<file path="src/rtl/cpu_pkg.sv">
// Shared definitions for the MIPS-subset core: fetch FSM states, reset PC
// default, opcode constants and small PC-arithmetic helpers.
package cpu_pkg;

    typedef enum logic [1:0] {
        IDLE  = 2'd0,
        FETCH = 2'd1,
        EXEC  = 2'd2
    } fetch_state_t;

    localparam logic [31:0] RESET_PC_DEFAULT = 32'h0000_0000;

    localparam logic [5:0] OP_RTYPE = 6'b000000;
    localparam logic [5:0] OP_BEQ   = 6'b000100;
    localparam logic [5:0] OP_BNE   = 6'b000101;
    localparam logic [5:0] OP_J     = 6'b000010;

    // Sign-extended 16-bit branch offset, scaled to a byte offset.
    function automatic logic [31:0] branch_offset(input logic [15:0] imm);
        return {{14{imm[15]}}, imm, 2'b00};
    endfunction

endpackage

</file>
<file path="src/rtl/next_pc_logic.sv">
// Next-PC selection for the current instruction: jump > taken branch > pc+4.
// All arithmetic wraps modulo 2^32.
module next_pc_logic
    import cpu_pkg::*;
(
    input  logic [31:0] pc_plus4,
    input  logic [31:0] instr,
    input  logic        Jump,
    input  logic        Branch,
    input  logic        Bne,
    input  logic        zero,
    output logic [31:0] next_pc
);

    logic        taken;
    logic [31:0] branch_target;
    logic [31:0] jump_target;
    logic        unused_opcode;

    // The opcode is decoded elsewhere; only the immediate/target fields matter here.
    assign unused_opcode = ^instr[31:26];

    assign taken         = Branch & (Bne ? ~zero : zero);
    assign branch_target = pc_plus4 + branch_offset(instr[15:0]);
    assign jump_target   = {pc_plus4[31:28], instr[25:0], 2'b00};

    // Priority mux: a jump overrides any simultaneous branch decision.
    always_comb begin
        next_pc = pc_plus4;
        if (Jump) begin
            next_pc = jump_target;
        end else if (taken) begin
            next_pc = branch_target;
        end
    end

endmodule

</file>
<file path="src/rtl/fetch_unit.sv">
// Instruction fetch stage: IDLE -> FETCH -> EXEC sequencing, instruction
// memory handshake, PC / instruction register / retired counter.
module fetch_unit
    import cpu_pkg::*;
#(
    parameter logic [31:0] RESET_PC = RESET_PC_DEFAULT
) (
    input  logic        clk,
    input  logic        rst,
    output logic        imem_req,
    output logic [31:0] imem_addr,
    input  logic        imem_ack,
    input  logic [31:0] imem_rdata,
    output logic [31:0] instr,
    output logic        instr_valid,
    output logic [31:0] pc,
    output logic [31:0] pc_plus4,
    input  logic        commit,
    input  logic        Jump,
    input  logic        Branch,
    input  logic        Bne,
    input  logic        zero,
    output logic [31:0] retired
);

    fetch_state_t state_q, state_d;
    logic [31:0]  pc_q, pc_d;
    logic [31:0]  instr_q, instr_d;
    logic [31:0]  retired_q, retired_d;
    logic [31:0]  next_pc;

    next_pc_logic u_next_pc (
        .pc_plus4 (pc_plus4),
        .instr    (instr_q),
        .Jump     (Jump),
        .Branch   (Branch),
        .Bne      (Bne),
        .zero     (zero),
        .next_pc  (next_pc)
    );

    // Next-state logic; ack and commit only matter in their own states.
    always_comb begin
        state_d   = state_q;
        pc_d      = pc_q;
        instr_d   = instr_q;
        retired_d = retired_q;
        case (state_q)
            IDLE: begin
                state_d = FETCH;
            end
            FETCH: begin
                if (imem_ack) begin
                    instr_d = imem_rdata;
                    state_d = EXEC;
                end
            end
            EXEC: begin
                if (commit) begin
                    pc_d      = next_pc;
                    retired_d = retired_q + 32'd1;
                    state_d   = FETCH;
                end
            end
            default: begin
                state_d = IDLE;
            end
        endcase
    end

    // State and datapath registers; reset wins over any same-edge ack or commit.
    always_ff @(posedge clk) begin
        if (rst) begin
            state_q   <= IDLE;
            pc_q      <= RESET_PC;
            instr_q   <= 32'h0;
            retired_q <= 32'h0;
        end else begin
            state_q   <= state_d;
            pc_q      <= pc_d;
            instr_q   <= instr_d;
            retired_q <= retired_d;
        end
    end

    assign imem_req    = (state_q == FETCH);
    assign imem_addr   = pc_q;
    assign instr_valid = (state_q == EXEC);
    assign instr       = instr_q;
    assign pc          = pc_q;
    assign pc_plus4    = pc_q + 32'd4;
    assign retired     = retired_q;

endmodule

</file>
<file path="config.mk">
export PLATFORM = sky130hd
export DESIGN_NAME = fetch_unit
export DESIGN_NICKNAME = d
export VERILOG_FILES = /design/src/rtl/cpu_pkg.sv /design/src/rtl/next_pc_logic.sv /design/src/rtl/fetch_unit.sv
export SDC_FILE = /design/constraint.sdc
export NUM_CORES = 1
export LEC_CHECK = 0
export CAP_MARGIN = 20
export CORE_ASPECT_RATIO = 0.9
export CORE_UTILIZATION = 30
export CTS_CLUSTER_SIZE = 12
export DETAILED_ROUTE_END_ITERATION = 8
export SETUP_SLACK_MARGIN = 0.1
export SYNTH_ARGS = -nofsm -noshare
export SYNTH_HDL_FRONTEND = slang
export SYNTH_SLANG_ARGS = --single-unit
export TNS_END_PERCENT = 100
</file>
<file path="constraint.sdc">
create_clock -name clk -period 4.4 [get_ports clk]
set_input_delay 0.88 -clock clk [delete_from_list [all_inputs] [get_ports clk]]
set_output_delay 0.88 -clock clk [all_outputs]
set_load 0.005 [all_outputs]
</file>
# == After elaboration in Yosys (flattened, before gate mapping) ==
# Index checks and enable logic that the tools add are counted.
# word_totals
register_bits,98
output_inout_bits,162
# classes
addsub,3
n_eq_ne,4
mux,6
bitwise,2
n_reduce_logical,4
# ops
cell,count
2-to-1 mux 32 bit,2
adder 32 x 1 -> 32 bit (second input constant),1
adder 32 x 3 -> 32 bit (second input constant),1
adder 32 bit,1
one-hot mux 2 bit (3 select lines),1
AND reduction 2 bit,3
2-to-1 mux 2 bit,2
inequality test 2 x 1 -> 1 bit (second input constant),2
== test 2 x 1 -> 1 bit (second input constant),1
== test 2 bit (second input constant),1
zero test 2 bit,1
bitwise AND 1 bit,1
2-to-1 mux 1 bit,1
inverter 1 bit,1

# == Longest topological paths before layout ==
# Gate-level depths: netlist of the first run.
# depth
word_depth,5
depth_mapped,16
mapped_depth_nobuf,15

# == By module ==
# From an unflattened synthesis of the first run, not the netlist that was laid out.
# unflattened
hier_cells,941
area_unflattened_um2,6919.1
# by_module_without_submodules
mod,n_inst,cells_each,area_each_um2,seq_area_each_um2
fetch_unit,1,596,4659.5,1961.9
next_pc_logic,1,345,2259.7,0.0

# == Least setup slack after synthesis of the first run ==
# Ideal clock, no wire load.
# synth_timing
path_kind,register to register
start,"register pc_q[4], in the netlist imem_addr[4]"
end,"register pc_q[30], in the netlist imem_addr[30]"
setup_ps,74
arrival_time_ps,3440
required_ps,4326
setup_slack_ps,886
path_stages_with_launch,15
cell_sequence,dfxtp_1 > nand3_1 > nor3_1 > and3_1 > and3_1 > xor2_1 > ha_1 > a21oi_1 > o21ai_0 > a221oi_1 > a2bb2oi_1 > a31oi_2 > o211ai_1 > mux2_1 > a31oi_1
# synth_between
elab_chain_cells,4
# synth_rtl
item,line_no,rtl
start: declaration,fetch_unit.sv:27,"logic [31:0] pc_q, pc_d;"
start signal: assignment,fetch_unit.sv:80,pc_q <= pc_d;
adder 32 x 3 -> 32 bit,fetch_unit.sv:91,assign pc_plus4 = pc_q + 32'd4;
named net pc_plus4[21],fetch_unit.sv:17,"output logic [31:0] pc_plus4,"
adder 32 bit,next_pc_logic.sv:24,assign branch_target = pc_plus4 + branch_offset(instr[15:0]);
2-to-1 mux 32 bit,next_pc_logic.sv:32,end else if (taken) begin
2-to-1 mux 32 bit,next_pc_logic.sv:30,if (Jump) begin
# The timed path passes the listed nets, and every way through them passes these cells.
# A chain may end at the register's enable or synchronous reset.

# == Final worst setup path of the first run ==
# layout_timing
start,"register pc_q[7], in the netlist imem_addr[7]"
end,"register pc_q[30], in the netlist imem_addr[30]"
# layout_between
elab_chain_cells,4
# layout_rtl
item,line_no
adder 32 x 3 -> 32 bit *,fetch_unit.sv:91
adder 32 bit,next_pc_logic.sv:24
2-to-1 mux 32 bit,next_pc_logic.sv:32
2-to-1 mux 32 bit *,next_pc_logic.sv:30
# Mark *: on every way between the ends. The rest lies on a longest branch, timed or not.

==> flow_summary.yaml, run 1 <==
logic_synthesis:
  ys_seq_area_share_pct: 28.9
  synth.distinct_cells: 68
  synth_edf_count: 0
  synth_top_cell_by_area: "dfxtp_1"
  syn_area_um2: 6660
  synth_seq_cells: 96
  synth_top_cells_by_area: "dfxtp_1 29%, nand2_1 8.2%, ha_1 7.0%, a21oi_1 6.5%, xor2_1 5.5%"
  synth_ff_type: "dfxtp_1"
  synth_cells: 888
  syn_area_per_cell_um2: 7.49
  synth_top_area_share_pct: 28.9
  async_flop_share_pct: 0
  ys_warn_count: 0
critical_path:
  cp.arrival_ns: 4.25
  critPathMaxFanout: 7
  critPathLaunchType: "flop"
  critPathRequiredTime_ns: 4.69
  cpPeakStageDelay_ns: 0.48
  crit_path_cell_trace: "nand4_1 -> nor3_1 -> buf_4 -> and3_1 -> nand2_1 -> xnor2_1 -> ha_1 -> nand2_1 -> nor3_1 -> a221oi_1 -> a2bb2oi_1 -> a31oi_2 -> o211ai_1 -> mux2_1 -> a31oi_1"
  end_kind: "flop"
  critPathKind: "reg2reg"
  path_buf_inv: 1
  cp_slowest_cell: "dfxtp_1"
  cpLargestDelayFamily: "compound AO/OA/AOI/OAI gates"
detailed_routing:
  drc: 0
  wirelength_um: 23300
  first_iter_violations: 423
  ant_nets: 0
  routed_via_density: 5.10
  num_vias: 6836
  detail_route.wl_per_cell_um: 17.3
  first_pass_iters: 5
clocking:
  post_cts_buffers: 0
  cts_hold_buf: 0
  ctsHtreeMaxLevel: 3
  cts_resized: 0
  clk_latency_ns: 0.37
  cts_buffer_depth: 2
  clk_pin_slew_ns: 0.08
  cts-root-buf: "clkbuf_16"
  cts_tree: "built"
  clkSinkCount: 96
  cts_buffers: 9
sta:
  slew_headroom_pct: 28.8
  setup_tns_ns: 0
  timing.final.hold_violations: 0
  worst_pin_slew_ns: 1.06
  clock_skew_ns: 0.0125
  rsz0062_at_grt: "no"
  period_needed_ns: 3.95
  setup_violations: 0
  fin_ws_ns: 0.448
  fmax_mhz: 253
  finalCritPeriodShare_pct: 89.8
  final_max_slew_viol_count: 0
placed_design:
  place_inst: 1325
  hpwl_um: 17300
  dpl_worst_slack_ns: 0.232
  place.port_buffers: 195
  place_congestion: 0.904
status:
  status: "completed"
layout:
  layout_commonest_cell: "clkdlybuf4s50_1"
  antennaDiodeCount: 0
  stdcell_count: 1341
  layout_common_cells: "194 x clkdlybuf4s50_1, 145 x nand2_1, 95 x dfxtp_1"
  nFillCells: 2271
  drive_above_1_share_pct: 5.05
  nets: 1123
  area_delta_synth_final_pct: 35.9
floorplan:
  pin_count: 202
  die_x_um: 159
  coreArea_um2: 21700
  die_y_um: 143
  dieArea_um2: 22800
  num_rows: 51
  initial_core_util_pct: 30.7
global_routing:
  grt_overflow: 0
  grt_first_pass_wirelength_um: 36200
  grt_use_total_pct: 20.2
  grt_max_degree: 51
  grt_pass1_vias: 6368
  antenna_found_initial: 2
power:
  p_per_area_nw_per_um2: 229
  switchingPower_w: 0.000624
  cellLeakagePower_nw: 3.31
  p_clk_share_pct: 40.6
  p_seq_share_pct: 44.4
  cellInternalPower_w: 0.00145
  power_frac_comb_pct: 15.0
  vdd_drop_max_v: 0.000163
  switching_share_pct: 30.1
run:
  cap_violations: 0
worst_hold_path:
  min_path_type: "reg2reg"
==> cell families (layout without fill, tap and decap cells) <==
group	count (synthesis)	after routing	synth area share [%]
DFF	96	96	28.9
AOI/OAI and AO/OA	221	221	21.2
buffers and inverters	93	250	7.41
muxes	3	3	0.470
other	1	6	0.0563
xor gates and xnor gates	73	73	9.61
adders and majority gates	38	38	7.26
and+or+nand+nor	363	363	25.2
==> cells in the mapped netlist (all sizes together) (2+ instances only) <==
cell type	n
a21oi	86
and4	8
a41oi	3
o221ai	6
o21bai	7
ha	37
nand2b	6
a22oi	2
a211o	6
xor2	42
nor2	88
a221oi	2
nand3	33
mux2i	2
and3	18
and2	6
a2111oi	2
or3	7
nor2b	3
dfxtp	96
or4	2
a32o	3
xnor2	31
inv	15
nand3b	4
o21ai	40
nor3	14
a31oi	4
or2	2
o311ai	3
clkbuf	33
nand2	146
a2bb2oi	2
a211oi	12
a21o	11
o211ai	21
buf	45
nand4	20
==> final timing paths <==
kind | depth (start not counted) | slack (ns) | to | start
max | 15 | 0.45 | imem_addr[30] | imem_addr[7]
min | 2 | 0.46 | instr[28] | instr[28]
max reg2reg | 15 | 0.45 | imem_addr[30] | imem_addr[7]
min reg2reg | 2 | 0.46 | instr[28] | instr[28]
==> per-stage QoR <==
step                      utilization [%]  hold WS [ns]  power (W)  instance area (um^2)
after floorplan                         -         0.453    0.00109                  6670
after global placement               40.2         0.442    0.00125                  8730
after detailed placement             40.2         0.451    0.00125                  8730
after CTS                            41.7         0.462    0.00209                  9040
after global routing                 41.7         0.473    0.00216                  9050
final                                41.7         0.461    0.00207                  9050
==> power groups by stage <==
stage / Sequential [W] / Clock, W / Combinational [W]
3_3_place_gp: 0.000941 / 0 / 0.000309
5_1_grt: 0.000924 / 0.000896 / 0.000340
4_1_cts: 0.000920 / 0.000865 / 0.000310
3_5_place_dp: 0.000941 / 0 / 0.000309
6_report: 0.000920 / 0.000840 / 0.000310
2_1_floorplan: 0.000934 / 0 / 0.000160
==> per-layer routing <==
layer	share of wire, %	vias up	global-route usage (%)
met3	4.9	18	4.13
met1	50	3213	28.5
met5	0.12	-	0
met2	44	170	31.6
li1	-	3431	-
met4	1.0	4	4.25
==> registers in the layout (all words and copies together) (netlist names) <==
signal / cells
imem_addr: 30
instr: 32
state_q: 2
retired: 32
==> final cells by class <==
| type | count | area (um^2) | share of cell area (%) |
|---|---|---|---|
| flip-flops and latches | 96 | 1920 | 21.3 |
| well taps | 291 | 364 | 4.02 |
| multi-input cells | 704 | 4270 | 47.2 |
| repair buffers | 219 | 2130 | 23.5 |
| clock buffers | 9 | 225 | 2.49 |
| inverters | 15 | 56.3 | 0.622 |
| clock inverters | 7 | 81.3 | 0.899 |
==> worst min-delay path, cell delays in order, from the launching register on <==
cell     delay [ns]
dfxtp_1        0.31
nand2_1        0.05
a21oi_1        0.06
Note: power is estimated with default switching activity, not from simulation.
==> inputs of run 2 (changes only) <==
Settings changed: TNS_END_PERCENT 100 to 5.
==> results of run 2 <==
The final DEF is identical to that of run 1; final timing and power are the same.
==> inputs of run 3 (changes only) <==
Settings changed: ABC_AREA from default to 1, PLACE_DENSITY from default to 0.6.
==> run 3 against run 2 <==
Worst hold slack better by 0.0077 ns. Die area is 17% higher. Via count up 29%. Final area up 13%. Combinational power grew 12%. Non-clock buffer count shrank 13. First-iteration DRC count is 55% higher. Highest routed layer is now met4. Core utilization decreased by 1.3 points. Setup slack improved by 0.34 ns.
==> flow_summary.yaml, run 3 <==
global_routing:
  grt_pass1_vias: 8264
  antenna_found_initial: 0
  grt_max_degree: 66
  grt_overflow: 0
  grt_use_total_pct: 22.6
  grt_first_pass_wirelength_um: 46100
sta:
  clock_skew_ns: 0.0141
  whs_ns: 0.469
  worst_pin_slew_ns: 0.821
  final_max_slew_viol_count: 0
  setup_tns_ns: 0
  finalCritPeriodShare_pct: 82.0
  setup_violations: 0
  fin_ws_ns: 0.792
  rsz0062_at_grt: "no"
  slew_headroom_pct: 45.3
  period_needed_ns: 3.61
  fmax_mhz: 277
  timing.final.hold_violations: 0
placed_design:
  dpl_worst_slack_ns: 0.851
  place.port_buffers: 195
  place_congestion: 0.961
  hpwl_um: 23500
floorplan:
  die_x_um: 172
  initial_core_util_pct: 30.8
  num_rows: 55
  pin_count: 202
  coreArea_um2: 25400
  dieArea_um2: 26800
  die_y_um: 155
logic_synthesis:
  synth_top_cells_by_area: "dfxtp_1 25%, nand2_1 19%, inv_1 8.9%, a21oi_1 8.9%, ha_1 5.9%"
  synth_seq_cells: 96
  synth_ff_type: "dfxtp_1"
  yosys-top-cells-count: "402 x nand2_1, 186 x inv_1, 139 x a21oi_1, 106 x nor2_1, 96 x dfxtp_1"
  yosysMostFrequentCell: "nand2_1"
  syn_area_um2: 7830
  synth_edf_count: 0
  synth_cells: 1318
  async_flop_share_pct: 0
  ys_warn_count: 0
  ys_seq_area_share_pct: 24.5
  synth_top_cell_by_area: "dfxtp_1"
  synth_top_area_share_pct: 24.5
  synth.distinct_cells: 38
  syn_area_per_cell_um2: 5.94
detailed_routing:
  num_vias: 8844
  first_iter_violations: 655
  routed_via_density: 4.87
  detail_route.wl_per_cell_um: 16.5
  first_pass_iters: 5
  drc: 0
  wirelength_um: 30000
  ant_nets: 0
critical_path:
  critPathLaunchType: "flop"
  critPathMaxFanout: 6
  path_buf_inv: 3
  cpPeakStageDelay_ns: 0.49
  cp.arrival_ns: 2.73
  cp_slowest_cell: "clkdlybuf4s50_1"
  critPathRequiredTime_ns: 3.52
  cpLargestDelayFamily: "buffers and inverters"
  critPathKind: "reg2out"
  crit_path_cell_trace: "ha_1 -> nand2_1 -> nor2_1 -> inv_1 -> nor2_4 -> nand2_1 -> nor2_1 -> xor2_1 -> inv_1 -> clkdlybuf4s50_1"
  end_kind: "output pin"
clocking:
  cts_buffer_depth: 2
  post_cts_buffers: 0
  clkSinkCount: 96
  cts-root-buf: "clkbuf_16"
  cts_buffers: 9
  ctsHtreeMaxLevel: 3
  clk_pin_slew_ns: 0.07
  cts_hold_buf: 0
  clk_latency_ns: 0.36
  cts_tree: "built"
  cts_resized: 0
worst_hold_path:
  min_path_type: "reg2reg"
power:
  vdd_drop_max_v: 0.000146
  cellLeakagePower_nw: 4.41
  power_w: 0.00214
  p_per_area_nw_per_um2: 209
layout:
  layout_commonest_cell: "nand2_1"
  final_core_util_pct: 40.4
  antennaDiodeCount: 0
  layout_common_cells: "402 x nand2_1, 194 x clkdlybuf4s50_1, 186 x inv_1"
  nFillCells: 2733
  nets: 1546
  area_delta_synth_final_pct: 30.8
  drive_above_1_share_pct: 3.80
status:
  status: "completed"
run:
  cap_violations: 0
==> run 3: path summary, 6_finish.rpt <==
path	from	endpoint	slack [ns]	depth (start not counted)
min reg2reg	instr[27]	instr[27]	0.47	2
min	instr[27]	instr[27]	0.47	2
max	imem_addr[2]	pc_plus4[18]	0.79	10
max reg2reg	imem_addr[2]	imem_addr[25]	0.82	19
==> run 3: area by class of cell <==
class / instances / area, um^2 / area share, %
Clock buffer: 9 / 225 / 2.20
Clock inverter: 7 / 97.6 / 0.952
Inverter: 187 / 702 / 6.85
Multi-Input combinational cell: 968 / 4820 / 47.1
Sequential cell: 96 / 1920 / 18.8
Tap cell: 342 / 428 / 4.18
Timing Repair Buffer: 206 / 2050 / 20.0
==> run 3: cells by family after synthesis <==
kind of cell	Yosys count	synth area share (%)
buffers and inverters	259	14.1
AND/OR/NAND/NOR	682	37.1
AO/OA/AOI/OAI	204	13.8
adder cells (fa/ha/maj)	38	6.17
other	1	0.0479
flip-flops	96	24.5
XOR/XNOR	38	4.25
==> run 3: layer usage <==
layer	vias up	global-route usage [%]	share of wire (%)
met4	0	6.45	2.0
li1	4461	-	-
met1	3982	30.8	45
met5	-	0	0
met2	364	35.2	44
met3	37	5.34	8.8
==> run 3: stage by stage <==
stage / instance area (um^2) / instances
after detailed placement: 9900 / 1798
after global placement: 9900 / 1798
final: 10200 / 1815
after CTS: 10200 / 1814
after global routing: 10200 / 1815
after floorplan: 7850 / 1323
==> run 3: power by group <==
part           internal [W]  switching [W]  leakage, nW
Clock              0.000462       0.000413        0.159
Combinational      0.000151       0.000195         3.47
Sequential         0.000891      0.0000287        0.778
==> run 3: worst min-delay path, delay by kind of cell, from the launching register on <==
family | cells | cell delay [ns]
flops | 1 | 0.31
compound gates | 1 | 0.05
simple gates | 1 | 0.06
